`src/rtl/muldiv_unit.sv`:
```
// Iterative RV32M multiply/divide unit: one radix-2 step per cycle, fixed latency.
// Shift-add multiply and restoring divide share one double-width accumulator.
module muldiv_unit #(
    parameter int XLEN  = 32,
    parameter int CNT_W = 6
) (
    input  logic            clk,
    input  logic            rst,
    input  logic            start,
    input  logic [2:0]      op,
    input  logic [XLEN-1:0] rs1_data,
    input  logic [XLEN-1:0] rs2_data,
    input  logic [4:0]      rd_in,
    output logic            busy,
    output logic            done,
    output logic [XLEN-1:0] result,
    output logic [4:0]      rd_out,
    output logic            regwrite_out
);

    typedef enum logic [1:0] {
        IDLE = 2'd0,
        CALC = 2'd1,
        DONE = 2'd2
    } state_t;

    localparam logic [2:0] OP_MUL    = 3'd0;
    localparam logic [2:0] OP_MULH   = 3'd1;
    localparam logic [2:0] OP_MULHSU = 3'd2;
    localparam logic [2:0] OP_MULHU  = 3'd3;
    localparam logic [2:0] OP_DIV    = 3'd4;
    localparam logic [2:0] OP_DIVU   = 3'd5;
    localparam logic [2:0] OP_REM    = 3'd6;
    localparam logic [2:0] OP_REMU   = 3'd7;

    localparam logic [CNT_W-1:0] LAST_CNT = CNT_W'(XLEN - 1);

    function automatic logic [XLEN-1:0] neg_w(input logic [XLEN-1:0] v);
        return (~v) + {{(XLEN-1){1'b0}}, 1'b1};
    endfunction

    function automatic logic [2*XLEN-1:0] neg_dw(input logic [2*XLEN-1:0] v);
        return (~v) + {{(2*XLEN-1){1'b0}}, 1'b1};
    endfunction

    state_t              state_r;
    state_t              next_s;
    logic [CNT_W-1:0]    cnt_r;
    logic [2:0]          op_r;
    logic [2*XLEN-1:0]   acc_r;
    logic [XLEN-1:0]     mcand_r;
    logic                neg_q_r;
    logic                neg_r_r;
    logic                div0_r;
    logic [4:0]          rd_r;
    logic                busy_r;
    logic                done_r;
    logic [XLEN-1:0]     result_r;
    logic [4:0]          rd_out_r;
    logic                regwrite_r;

    logic                a_signed_s;
    logic                b_signed_s;
    logic                a_neg_s;
    logic                b_neg_s;
    logic [XLEN-1:0]     a_mag_s;
    logic [XLEN-1:0]     b_mag_s;
    logic [XLEN:0]       sum_s;
    logic [XLEN:0]       shl_s;
    logic [XLEN:0]       diff_s;
    logic [2*XLEN-1:0]   acc_next_s;
    logic [2*XLEN-1:0]   prod_s;
    logic [XLEN-1:0]     fin_s;

    // Operand sign decode and magnitude conversion for the request being sampled
    always_comb begin
        a_signed_s = 1'b0;
        b_signed_s = 1'b0;
        case (op)
            OP_MUL, OP_MULH, OP_DIV, OP_REM: begin
                a_signed_s = 1'b1;
                b_signed_s = 1'b1;
            end
            OP_MULHSU: begin
                a_signed_s = 1'b1;
                b_signed_s = 1'b0;
            end
            default: begin
                a_signed_s = 1'b0;
                b_signed_s = 1'b0;
            end
        endcase
        a_neg_s = a_signed_s & rs1_data[XLEN-1];
        b_neg_s = b_signed_s & rs2_data[XLEN-1];
        a_mag_s = a_neg_s ? neg_w(rs1_data) : rs1_data;
        b_mag_s = b_neg_s ? neg_w(rs2_data) : rs2_data;
    end

    // One radix-2 step: acc holds {partial product, multiplier} or {remainder, quotient}
    always_comb begin
        sum_s  = {1'b0, acc_r[2*XLEN-1:XLEN]}
               + (acc_r[0] ? {1'b0, mcand_r} : {(XLEN+1){1'b0}});
        shl_s  = {acc_r[2*XLEN-1:XLEN], acc_r[XLEN-1]};
        diff_s = shl_s - {1'b0, mcand_r};
        if (op_r[2]) begin
            if (!diff_s[XLEN]) begin
                acc_next_s = {diff_s[XLEN-1:0], acc_r[XLEN-2:0], 1'b1};
            end else begin
                acc_next_s = {shl_s[XLEN-1:0], acc_r[XLEN-2:0], 1'b0};
            end
        end else begin
            acc_next_s = {sum_s, acc_r[XLEN-1:1]};
        end
    end

    // Final sign fix-up and result selection from the last step's accumulator
    always_comb begin
        prod_s = neg_q_r ? neg_dw(acc_next_s) : acc_next_s;
        case (op_r)
            OP_MUL:                      fin_s = prod_s[XLEN-1:0];
            OP_MULH, OP_MULHSU, OP_MULHU: fin_s = prod_s[2*XLEN-1:XLEN];
            OP_DIV, OP_DIVU: begin
                if (div0_r) begin
                    fin_s = {XLEN{1'b1}};
                end else if (neg_q_r) begin
                    fin_s = neg_w(acc_next_s[XLEN-1:0]);
                end else begin
                    fin_s = acc_next_s[XLEN-1:0];
                end
            end
            OP_REM, OP_REMU: begin
                // A zero divisor leaves |A| in the remainder, so the sign fix restores A
                if (neg_r_r) begin
                    fin_s = neg_w(acc_next_s[2*XLEN-1:XLEN]);
                end else begin
                    fin_s = acc_next_s[2*XLEN-1:XLEN];
                end
            end
            default: fin_s = {XLEN{1'b0}};
        endcase
    end

    // Next-state logic
    always_comb begin
        next_s = state_r;
        case (state_r)
            IDLE: begin
                if (start) begin
                    next_s = CALC;
                end else begin
                    next_s = IDLE;
                end
            end
            CALC: begin
                if (cnt_r == LAST_CNT) begin
                    next_s = DONE;
                end else begin
                    next_s = CALC;
                end
            end
            DONE:    next_s = IDLE;
            default: next_s = IDLE;
        endcase
    end

    // State register, operand latches, accumulator and iteration counter
    always_ff @(posedge clk) begin
        if (rst) begin
            state_r <= IDLE;
            cnt_r   <= {CNT_W{1'b0}};
            op_r    <= 3'd0;
            acc_r   <= {(2*XLEN){1'b0}};
            mcand_r <= {XLEN{1'b0}};
            neg_q_r <= 1'b0;
            neg_r_r <= 1'b0;
            div0_r  <= 1'b0;
            rd_r    <= 5'd0;
        end else begin
            state_r <= next_s;
            case (state_r)
                IDLE: begin
                    if (start) begin
                        op_r    <= op;
                        rd_r    <= rd_in;
                        cnt_r   <= {CNT_W{1'b0}};
                        neg_q_r <= a_neg_s ^ b_neg_s;
                        neg_r_r <= a_neg_s;
                        div0_r  <= (rs2_data == {XLEN{1'b0}});
                        if (op[2]) begin
                            acc_r   <= {{XLEN{1'b0}}, a_mag_s};
                            mcand_r <= b_mag_s;
                        end else begin
                            acc_r   <= {{XLEN{1'b0}}, b_mag_s};
                            mcand_r <= a_mag_s;
                        end
                    end
                end
                CALC: begin
                    acc_r <= acc_next_s;
                    cnt_r <= cnt_r + {{(CNT_W-1){1'b0}}, 1'b1};
                end
                default: begin
                    cnt_r <= cnt_r;
                end
            endcase
        end
    end

    // Registered handshake outputs; result and rd_out load only when entering DONE
    always_ff @(posedge clk) begin
        if (rst) begin
            busy_r     <= 1'b0;
            done_r     <= 1'b0;
            regwrite_r <= 1'b0;
            result_r   <= {XLEN{1'b0}};
            rd_out_r   <= 5'd0;
        end else begin
            busy_r     <= (next_s != IDLE);
            done_r     <= (next_s == DONE);
            regwrite_r <= (next_s == DONE) && (rd_r != 5'd0);
            if ((state_r == CALC) && (cnt_r == LAST_CNT)) begin
                result_r <= fin_s;
                rd_out_r <= rd_r;
            end else begin
                result_r <= result_r;
                rd_out_r <= rd_out_r;
            end
        end
    end

    assign busy         = busy_r;
    assign done         = done_r;
    assign regwrite_out = regwrite_r;
    assign result       = result_r;
    assign rd_out       = rd_out_r;

endmodule

```
`config.mk`:
```
export PLATFORM = sky130hd
export DESIGN_NAME = muldiv_unit
export DESIGN_NICKNAME = d
export VERILOG_FILES = /design/src/rtl/muldiv_unit.sv
export SDC_FILE = /design/constraint.sdc
export NUM_CORES = 1
export LEC_CHECK = 0
export ABC_AREA = 0
export BUFFER_PORTS_ARGS = -buffer_cell sky130_fd_sc_hd__buf_2
export CORE_MARGIN = 5
export CORE_UTILIZATION = 37
export DETAILED_ROUTE_END_ITERATION = 6
export REMOVE_ABC_BUFFERS = 1
export SLEW_MARGIN = 30
export SYNTH_ARGS = -nofsm -noshare
export SYNTH_HDL_FRONTEND = slang
export SYNTH_SLANG_ARGS = --single-unit
```
`constraint.sdc`:
```
create_clock -name clk -period 7.55 [get_ports clk]
set_input_delay 1.51 -clock clk [delete_from_list [all_inputs] [get_ports clk]]
set_output_delay 1.51 -clock clk [all_outputs]
set_load 0.1 [all_outputs]
```
==> metrics.txt, run 1 <==
final wirelength=approximately 66000 microns; initial antenna violation count=1; Yosys warnings=0; 1st-iter DRT viols=roughly 1700; Static Leak=0.006833 uW; CTS tree=done; Inserted Diodes=0; Hold WS=~0.46 ns; crit-path cells=inv_1 -> ha_1 -> fa_1 -> nor2b_1 -> o31ai_2 -> a21oi_4 -> o21a_4 -> a21oi_4 -> xnor2_4 -> mux2_2 -> inv_1 -> ha_1 -> nand3_1 -> nor4_1 -> buf_4 -> nand2_1 -> nor2_1 -> nor2_1 -> mux2i_1 -> o21ai_0 -> a211oi_1 -> nor4_1; clock sink count=155; share of cells above drive strength 1=10.26%; DRC viols=0; Die Ht=218.6 microns; clock root cell=clkbuf_16; GRT Util Overall=26.81%; CP Data Required Time=7.85 ns; Yosys cell types=87; syn avg cell area=6.904 sq um; CP arrival=6.30 ns; worst-path maximum fanout=20; critical path depth=22; Slowest-stage cell, CP=dfxtp_1; PwrDens=around 170 mW/mm^2; remaining global-route overflow=0; Startpoint Class=flop; worst reg2reg path startpoint=acc_r[31]; vias=about 18000; routed len/inst=22.23 microns; Final Net Count=2503; vias per inst=6.056; setup bufs post-CTS=0; Fin Clk Skew=0.01445 ns; setup TNS=0 ns; CP endpoint kind=flop; GP Congestion=1.005; Setup crit end=result[26]; # hold bufs at CTS=0; Final period util=79.52%; top_reg_cell synth=dfxtp_1; post-cts sizing count=0; HP Class=reg -> reg; cts bufs inserted=17; VDD IR-drop max=0.0001762 V; Worst-path clk slew=0.07 ns; Max Slew Vio Count=0; Finished Cell Area=~0.018 sq mm; Ports=115; crit-path leading delay family=simple AND/OR/NAND/NOR gates; unrepaired setup endpoints after global routing=false; Final Setup Violations=0; CP Class=reg -> reg; Post-DRT Antenna Nets=0; clk_lat worst skew=around 0.46 ns; placed inst area=0.01714 sq mm; slowest stage delay, CP=0.55 ns; pin count of the biggest net entering global routing=slightly above 80; H-tree levels=4; Worst R2R Path Depth=22; FF-to-FF setup slack=~1.5 ns; area delta synth->final=10.38%; asr flop ratio synth=0%; Mapped Area=about 0.016 sq mm; first-pass GRT wire length=100400 microns; core box area=0.04308 sq mm; Max clock buf depth=2; Achievable Freq=0.1666 GHz; synthesized flop and latch total=155; Initial DRT Pass Iterations=5; Buffers on Ports=114; Core Util, Final=approximately two fifths; number of max-cap violations=0; Post-DP HPWL=50450 microns; number of synthesized flops with an enable pin=0; full die area=0.04778 sq mm; actual slew at the worst max-slew pin=0.9953 ns; Starting Density=37.37%; Setup crit start=acc_r[31]; num rows=76; die width=218.6 microns; relative slew slack=31.93%; min-delay src=rd_out[3]; final worst slack=approximately 1.5 ns; sum of buffers and inverters on the critical path=3; status=complete, no violations; register area share after synthesis=19.27%; Mapped Cells=2332; R2R Path End=result[26]; minimum clock period=6.004 ns; Fin. Hold Viols=0; Place WS=1.648 ns; vias in the first global route=17028
==> worst min path at each step <==
stage          slack, ns           to  depth (start not counted)
2_1_floorplan       0.43  mcand_r[10]                          2
3_3_place_gp        0.44    rd_out[3]                          2
3_5_place_dp        0.45    rd_out[0]                          2
4_1_cts             0.46    rd_out[0]                          2
5_1_grt             0.48  mcand_r[19]                          2
6_report            0.46    rd_out[3]                          2
==> synthesized netlist by cell type (24+ instances only) <==
cell type / n / share of area [%]
nor2_1: 261 / 6.1
a221oi_1: 28 / 1.5
nand3_1: 65 / 2.0
o31ai_1: 32 / 1.5
a31oi_1: 32 / 1.2
and2_1: 43 / 1.7
o211ai_1: 59 / 2.8
dfxtp_1: 155 / 19
ha_1: 69 / 5.4
inv_1: 67 / 1.6
clkbuf_1: 114 / 2.7
o21ai_0: 143 / 4.4
mux2i_1: 40 / 2.5
nor3_1: 51 / 1.6
xnor2_1: 102 / 5.5
a211oi_1: 44 / 2.1
nand2_1: 324 / 7.6
a21oi_1: 234 / 7.3
xor2_1: 77 / 4.2
mux2_2: 24 / 1.7
==> worst reg2reg max path, cell delays in order (launching register included) <==
cell	delay (ns)
dfxtp_1	0.55
inv_1	0.14
ha_1	0.25
fa_1	0.42
nor2b_1	0.22
o31ai_2	0.17
a21oi_4	0.28
o21a_4	0.21
a21oi_4	0.10
xnor2_4	0.33
mux2_2	0.42
inv_1	0.07
ha_1	0.21
nand3_1	0.28
nor4_1	0.41
buf_4	0.26
nand2_1	0.27
nor2_1	0.38
nor2_1	0.08
mux2i_1	0.18
o21ai_0	0.10
a211oi_1	0.44
nor4_1	0.09
==> metal layers <==
layer | GRT usage, % | vias to the layer above | routed length, microns
met4 | 9.839 | 0 | 2305
met5 | 0 | - | 0
met2 | 44.32 | 740 | 30350
met3 | 3.144 | 128 | 4382
li1 | - | 8523 | -
met1 | 36.05 | 8497 | 28640
==> per-stage QoR <==
step | std cells | power (uW)
3_3_place_gp | 2923 | 2096
6_report | 2954 | 3074
5_1_grt | 2954 | 3214
3_5_place_dp | 2923 | 2104
4_1_cts | 2954 | 3055
2_1_floorplan | 2186 | 1712
==> registers in the layout (all words and copies together), names as in the netlist <==
signal and flops:
neg_r_r 1, mcand_r 32, cnt_r 6, regwrite_out 1, done 1, op_r 3, busy 1, state_r 2
rd_out 5, result 32, neg_q_r 1, div0_r 1, acc_r 64, rd_r 5
==> power by group <==
part | switching [uW] | total [uW] | internal [uW]
clock network | 400 | 953 | 553
logic | 802 | 1210 | 410
registers | 52.1 | 908 | 856
==> cell families (layout without fill, tap and decap cells) <==
group                      after synthesis  count (layout)  share of synthesized area [%]
xor gates and xnor gates               181             181                          10.01
DFF                                    155             155                          19.27
adders and majority gates               71              71                          5.611
buffers and inverters                  215             252                          5.199
and+or+nand+nor                        899             899                          25.76
muxes                                   64              64                          4.166
AOI/OAI and AO/OA                      747             747                          29.98
==> area by class of cell <==
| class | instances | area (sq um) |
|---|---|---|
| Inverter | 69 | 259.0 |
| Fill cell | 4563 | 25310 |
| Multi-Input combinational cell | 1962 | 12190 |
| Clock inverter | 11 | 157.7 |
| Clock buffer | 20 | 467.9 |
| Sequential cell | 155 | 3108 |
| Tap cell | 585 | 732.0 |
| Timing Repair Buffer | 152 | 858.3 |
==> cells in the final DEF, fill, tap and decap left out, types with 17 or more instances in the layout <==
cell type	instances
a211oi_1	44
a21o_1	21
a21oi_1	234
a221oi_1	28
a22oi_1	20
a31oi_1	31
and2_1	42
buf_2	113
buf_4	39
clkbuf_16	18
dfxtp_1	153
ha_1	69
inv_1	67
mux2_2	24
mux2i_1	40
nand2_1	323
nand3_1	65
nand4_1	23
nor2_1	260
nor3_1	51
nor4_1	17
o211ai_1	59
o21ai_0	143
o31ai_1	32
or3_1	19
xnor2_1	102
xor2_1	77
(Power assumes the default switching activity.)
==> run 2, diff against run 1 <==
clock period = 4.9 ns   (was 7.55 ns; I/O delays follow)
==> run 2 against run 1 <==
Total power increased by 59%. First-iteration DRC count increased by 19%. Sequential power increased by 53%. Final cell count increased by 6.6%. Non-clock buffer count increased by 194. Wire length increased by 6.0%. Largest power group unchanged. Critical endpoint is now result[30]. Sequential share of layout area decreased by 1.5 points. Clock power increased by 36%.
==> metrics.txt, run 2 (synthesized netlist as in run 1, its figures left out) <==
CTS tree=done; switch share=42.39%; clock share of power=26.7%; Final Net Count=2697; commonest non-fill, non-tap cell in the layout=nand2_1; CP endpoint kind=flop; full die area=0.04778 sq mm; Fin Clk Skew=0.01226 ns; routed len/inst=between 20 and 25 microns; Achievable Freq=around 0.21 GHz; share of power burned in registers=28.6%; Inserted Diodes=0; HP Class=reg -> reg; Buffers on Ports=roughly 110; H-tree levels=4; initial antenna violation count=0; CP Data Required Time=5.24 ns; die width=around 220 microns; worst-path maximum fanout=6; Final period util=between 90 and 100%; remaining global-route overflow=0; internal cell power=2808 uW; vias in the first global route=around 18000; clk_lat worst skew=0.47 ns; Initial DRT Pass Iterations=6; Fin. Hold Viols=0; number of max-cap violations=0; combinational share of power=44.7%; vias=18914; 1st-iter DRT viols=2041; Startpoint Class=flop; CP arrival=5.11 ns; Largest Register=acc_r; Static Leak=0.007804 uW; status=complete, no violations; DRC viols=0; Fill cells=4495; Post-DRT Antenna Nets=0; cts bufs inserted=17; NetSw=2066 uW; final wirelength=69630 microns; Post-DP HPWL=54310 microns; PwrDens=250.6 mW/mm^2; Max Slew Vio Count=0; Worst-path clk slew=0.07 ns; Core Util, Final=45.15%; pin count of the biggest net entering global routing=67; Starting Density=37.37%; num rows=76; core box area=0.04308 sq mm; actual slew at the worst max-slew pin=0.9969 ns; share of cells above drive strength 1=roughly a fifth; first-pass GRT wire length=105100 microns; clock sink count=155; most frequent cells in the layout=nand2_1, nor2_1, a21oi_1, buf_4, dfxtp_1; Max clock buf depth=2; vias per inst=about 6; GP Congestion=1.000; minimum clock period=4.763 ns; setup TNS=0 ns; clock root cell=clkbuf_16; relative slew slack=33.14%; Die Ht=218.6 microns; Ports=approximately 120; area delta synth->final=20.81%; CP Class=reg -> reg; GRT Util Overall=28.20%; Final Setup Violations=0; Largest register FFs=64; VDD IR-drop max=0.0002301 V; # hold bufs at CTS=0
## run 2: cell count changes in the layout (fill, tap and decap cells not counted), moves of 4 or more
cell / before / now
a21oi_1: 234 / 229
buf_4: 39 / 229
clkinv_2: 1 / 5
ha_1: 69 / 63
ha_4: 0 / 4
o21ai_0: 143 / 136
o21ai_1: 11 / 15
o31ai_1: 32 / 28
## run 2: power by group through the flow
stage / Clock, uW / Combinational (uW) / Sequential (uW)
finish: 1300 / 2180 / 1390
global placement: 0 / 2030 / 1420
detailed placement: 0 / 2040 / 1420
CTS: 1320 / 2060 / 1390
floorplan: 0 / 1220 / 1420
global route: 1360 / 2340 / 1400
## run 2: area by class of cell
class	count	area, sq um	share of cell area [%]
Clock inverter	15	115.1	0.5918
Sequential cell	155	3109	15.99
Clock buffer	17	425.4	2.187
Timing Repair Buffer	346	2346	12.06
Multi-Input combinational cell	1962	12460	64.08
Inverter	69	259.0	1.332
Tap cell	585	732.0	3.763
## run 2: worst paths after layout
path / slack, ns / from / to / depth (start not counted)
min reg2reg: 0.46 / rd_out[3] / rd_out[3] / 2
max reg2reg: 0.14 / mcand_r[8] / result[30] / 19
min: 0.46 / rd_out[3] / rd_out[3] / 2
max: 0.14 / mcand_r[8] / result[30] / 19
## run 2: layer usage
layer,vias up,GRT usage [%],part of all wire [%]
met2,869,45.74,45
met3,160,3.726,7.6
met5,-,0,0
li1,8915,-,-
met1,8970,38.11,43
met4,0,11.01,4.3
## run 2: through the flow
stage	total power (uW)	setup slack [ns]	std cells	cell area, sq um	hold slack [ns]
global placement	3449	-0.06026	3103	18500	0.4405
detailed placement	3461	-0.1636	3103	18510	0.4472
global route	5099	-0.07221	3149	19450	0.4829
CTS	4767	0.02640	3135	19080	0.4576
floorplan	2638	-3.094	2186	15520	0.4342
finish	4873	0.1369	3149	19450	0.4561
## run 2: timing repair
item	4_1_cts	5_1_grt
pin swaps	1	11
setup buffers	0	14
resized for setup	9	57
endpoints found under the setup margin	7	21
## run 2: worst max-delay path: stages (launching register included)
cell	delay [ns]
dfxtp_1	0.50
inv_1	0.08
ha_1	0.25
a21oi_1	0.17
o22ai_1	0.16
a311o_1	0.39
o21a_4	0.22
a21oi_4	0.27
xnor2_4	0.18
mux2_2	0.31
inv_1	0.06
ha_1	0.17
nand3_2	0.13
or3_4	0.45
o31ai_1	0.30
xnor2_1	0.15
a221oi_2	0.26
o31ai_1	0.12
a311oi_1	0.34
o21ai_1	0.12
==> run 3, diff against run 2 <==
ABC_AREA = 1   (was 0)
CORE_UTILIZATION = 53   (was 37)
PLACE_DENSITY = 0.74   (was unset)
==> run 3 against run 2 <==
The run now ends with DRC left. Die area fell by 23%. Synthesized cell count rose by 35%. Sequential cell count did not move. Clock skew fell by 0.0022 ns. Maximum frequency rose by 3.0%. Worst setup slack improved by 0.14 ns. Sequential power barely moved. Largest power group unchanged. Critical path type unchanged. Non-clock buffer count fell by 174.
==> metrics.txt, run 3 <==
share of cells above drive strength 1=9.555%; Core Util, Final=59.05%; min-delay src=result[30]; minimum clock period=about 4.6 ns; Startpoint Class=flop; CTS tree=done; clk_lat worst skew=0.46 ns; Worst-path clk slew=0.07 ns; remaining global-route overflow=0; syn avg cell area=5.541 sq um; routed len/inst=19.49 microns; GP Congestion=1.068; final wirelength=71670 microns; Yosys warnings=0; full die area=0.03656 sq mm; CP arrival=a little under 5 ns; Achievable Freq=0.2163 GHz; Yosys cell types=56; Final period util=94.37%; register area share after synthesis=17.83%; actual slew at the worst max-slew pin=0.9452 ns; crit-path leading delay family=simple AND/OR/NAND/NOR gates; asr flop ratio synth=0%; pin count of the biggest net entering global routing=64; number of max-cap violations=0; first-pass GRT wire length=110400 microns; vias per inst=5.727; Largest register FFs=between 60 and 70; Post-synth top cells=nand2_1, inv_1, nor2_1, nand3_1, a21oi_1; clock sink count=155; Final Setup Violations=0; Die Ht=191.2 microns; area delta synth->final=10.11%; CP endpoint kind=flop; Ports=115; Buffers on Ports=114; status=finished, violations left; CP Class=reg -> reg; worst reg2reg path startpoint=acc_r[31]; sum of buffers and inverters on the critical path=3; Synth area leader=nand2_1; cts bufs inserted=17; CP Data Required Time=5.20 ns; relative slew slack=36.57%; Static Leak=0.01023 uW; most common cell in the synthesized netlist=nand2_1; Mapped Area=0.01740 sq mm; Max Slew Vio Count=0; Area contributors post-synth=nand2_1, dfxtp_1, inv_1; Setup crit start=acc_r[31]; Yosys top cell area share=21.52%; clock root cell=clkbuf_16; HP Class=reg -> reg; synthesized flop and latch total=around 160; most frequent cells in the layout=nand2_1, inv_1, nor2_1; Largest Register=acc_r; Fin. Hold Viols=0; die width=191.2 microns; Fin Clk Skew=0.01011 ns; vias in the first global route=19421; Slowest-stage cell, CP=fa_1; failing checks=DRC; worst-path maximum fanout=6; VDD IR-drop max=between 0.0002 and 0.0003 V; slowest stage delay, CP=~0.42 ns; most used cell, CP=nand2_1; top_reg_cell synth=dfxtp_1; vias=21059; PwrDens=280.2 mW/mm^2; GRT Util Overall=between 30% and 40%; number of synthesized flops with an enable pin=0; initial antenna violation count=0; Post-DP HPWL=56550 microns; Hold WS=0.4630 ns; Mapped Cells=3141; Initial DRT Pass Iterations=7; core box area=0.03245 sq mm; num rows=66; commonest non-fill, non-tap cell in the layout=nand2_1; Post-DRT Antenna Nets=0; H-tree levels=4; Max clock buf depth=2; DRC viols=9; 1st-iter DRT viols=2766; unrepaired setup endpoints after global routing=true; Starting Density=53.63%; Final Net Count=3367
[run 3: cell types whose count changed after synthesis, sizes merged, moves of 40 or more]
cell and delta:
and2 -41, inv +438, mux2i -40, nand2 +702
nand3 +167, nor2 +46, o211ai -51, xnor2 -72
[run 3: path summary, 6_finish.rpt]
path | end | slack (ns) | cells past startpoint
max | result[6] | 0.28 | 31
min | result[30] | 0.46 | 2
max reg2reg | result[6] | 0.28 | 31
min reg2reg | result[30] | 0.46 | 2
[run 3: through the flow]
| stage | setup TNS, ns | cell area, sq um | setup slack, ns | power (uW) | cells |
|---|---|---|---|---|---|
| CTS | 0 | 19080 | 0.1822 | 5246 | 3673 |
| detailed placement | 0 | 18480 | 0.2649 | 3821 | 3641 |
| global placement | 0 | 18470 | 0.2915 | 3799 | 3641 |
| global route | -0.3367 | 19160 | -0.06819 | 5651 | 3676 |
| finish | 0 | 19160 | 0.2760 | 5370 | 3677 |
| floorplan | -40.80 | 16900 | -1.150 | 3000 | 3030 |
[run 3: per-layer routing]
| layer | wire (microns) | share of wire [%] | GRT usage (%) | vias to the layer above |
|---|---|---|---|---|
| li1 | - | - | - | 10110 |
| met1 | 30230 | 42 | 53.84 | 9501 |
| met2 | 28690 | 40 | 55.40 | 1243 |
| met3 | 8293 | 12 | 8.948 | 205 |
| met4 | 4452 | 6.2 | 20.77 | 0 |
| met5 | 0 | 0 | 0 | - |
[run 3: power by group]
part	total [uW]	internal, uW	switching (uW)
logic	2560	738	1820
registers	1380	1320	56.6
clock network	1430	792	642
total	5370	2850	2520
[run 3: cells by family after synthesis]
family          after synthesis  share of synthesized area (%)
simple gates               1672                          40.40
fa+ha+maj                    71                          5.191
xor+xnor                    126                          6.341
compound gates              497                          16.38
buf+inv                     620                          13.86
flops                       155                          17.83
[run 3: area by class of cell]
cell class / instances / area [sq um]
clock buffers: 19 / 452.9
repair buffers: 172 / 1016
clock inverters: 13 / 155.1
diodes: 1 / 2.502
well taps: 442 / 553.0
multi-input cells: 2366 / 11970
inverters: 509 / 1911
flip-flops and latches: 155 / 3108
fillers: 3348 / 13290
[run 3: worst register-to-register path, delay by kind of cell, from the launching register on]
kind / cells / cell delay (ns)
and+or+nand+nor: 21 / 2.48
adders and majority gates: 3 / 0.86
AOI/OAI and AO/OA: 3 / 0.35
DFF: 1 / 0.32
buffers and inverters: 3 / 0.29
xor gates and xnor gates: 1 / 0.17
[run 3: timing repair]
| action | in CTS | in global routing |
|---|---|---|
| buffers inserted | 0 | 3 |
| endpoints found under the setup margin | 0 | 14 |
| resized for setup | 0 | 12 |
| hold buffers | 0 | 0 |
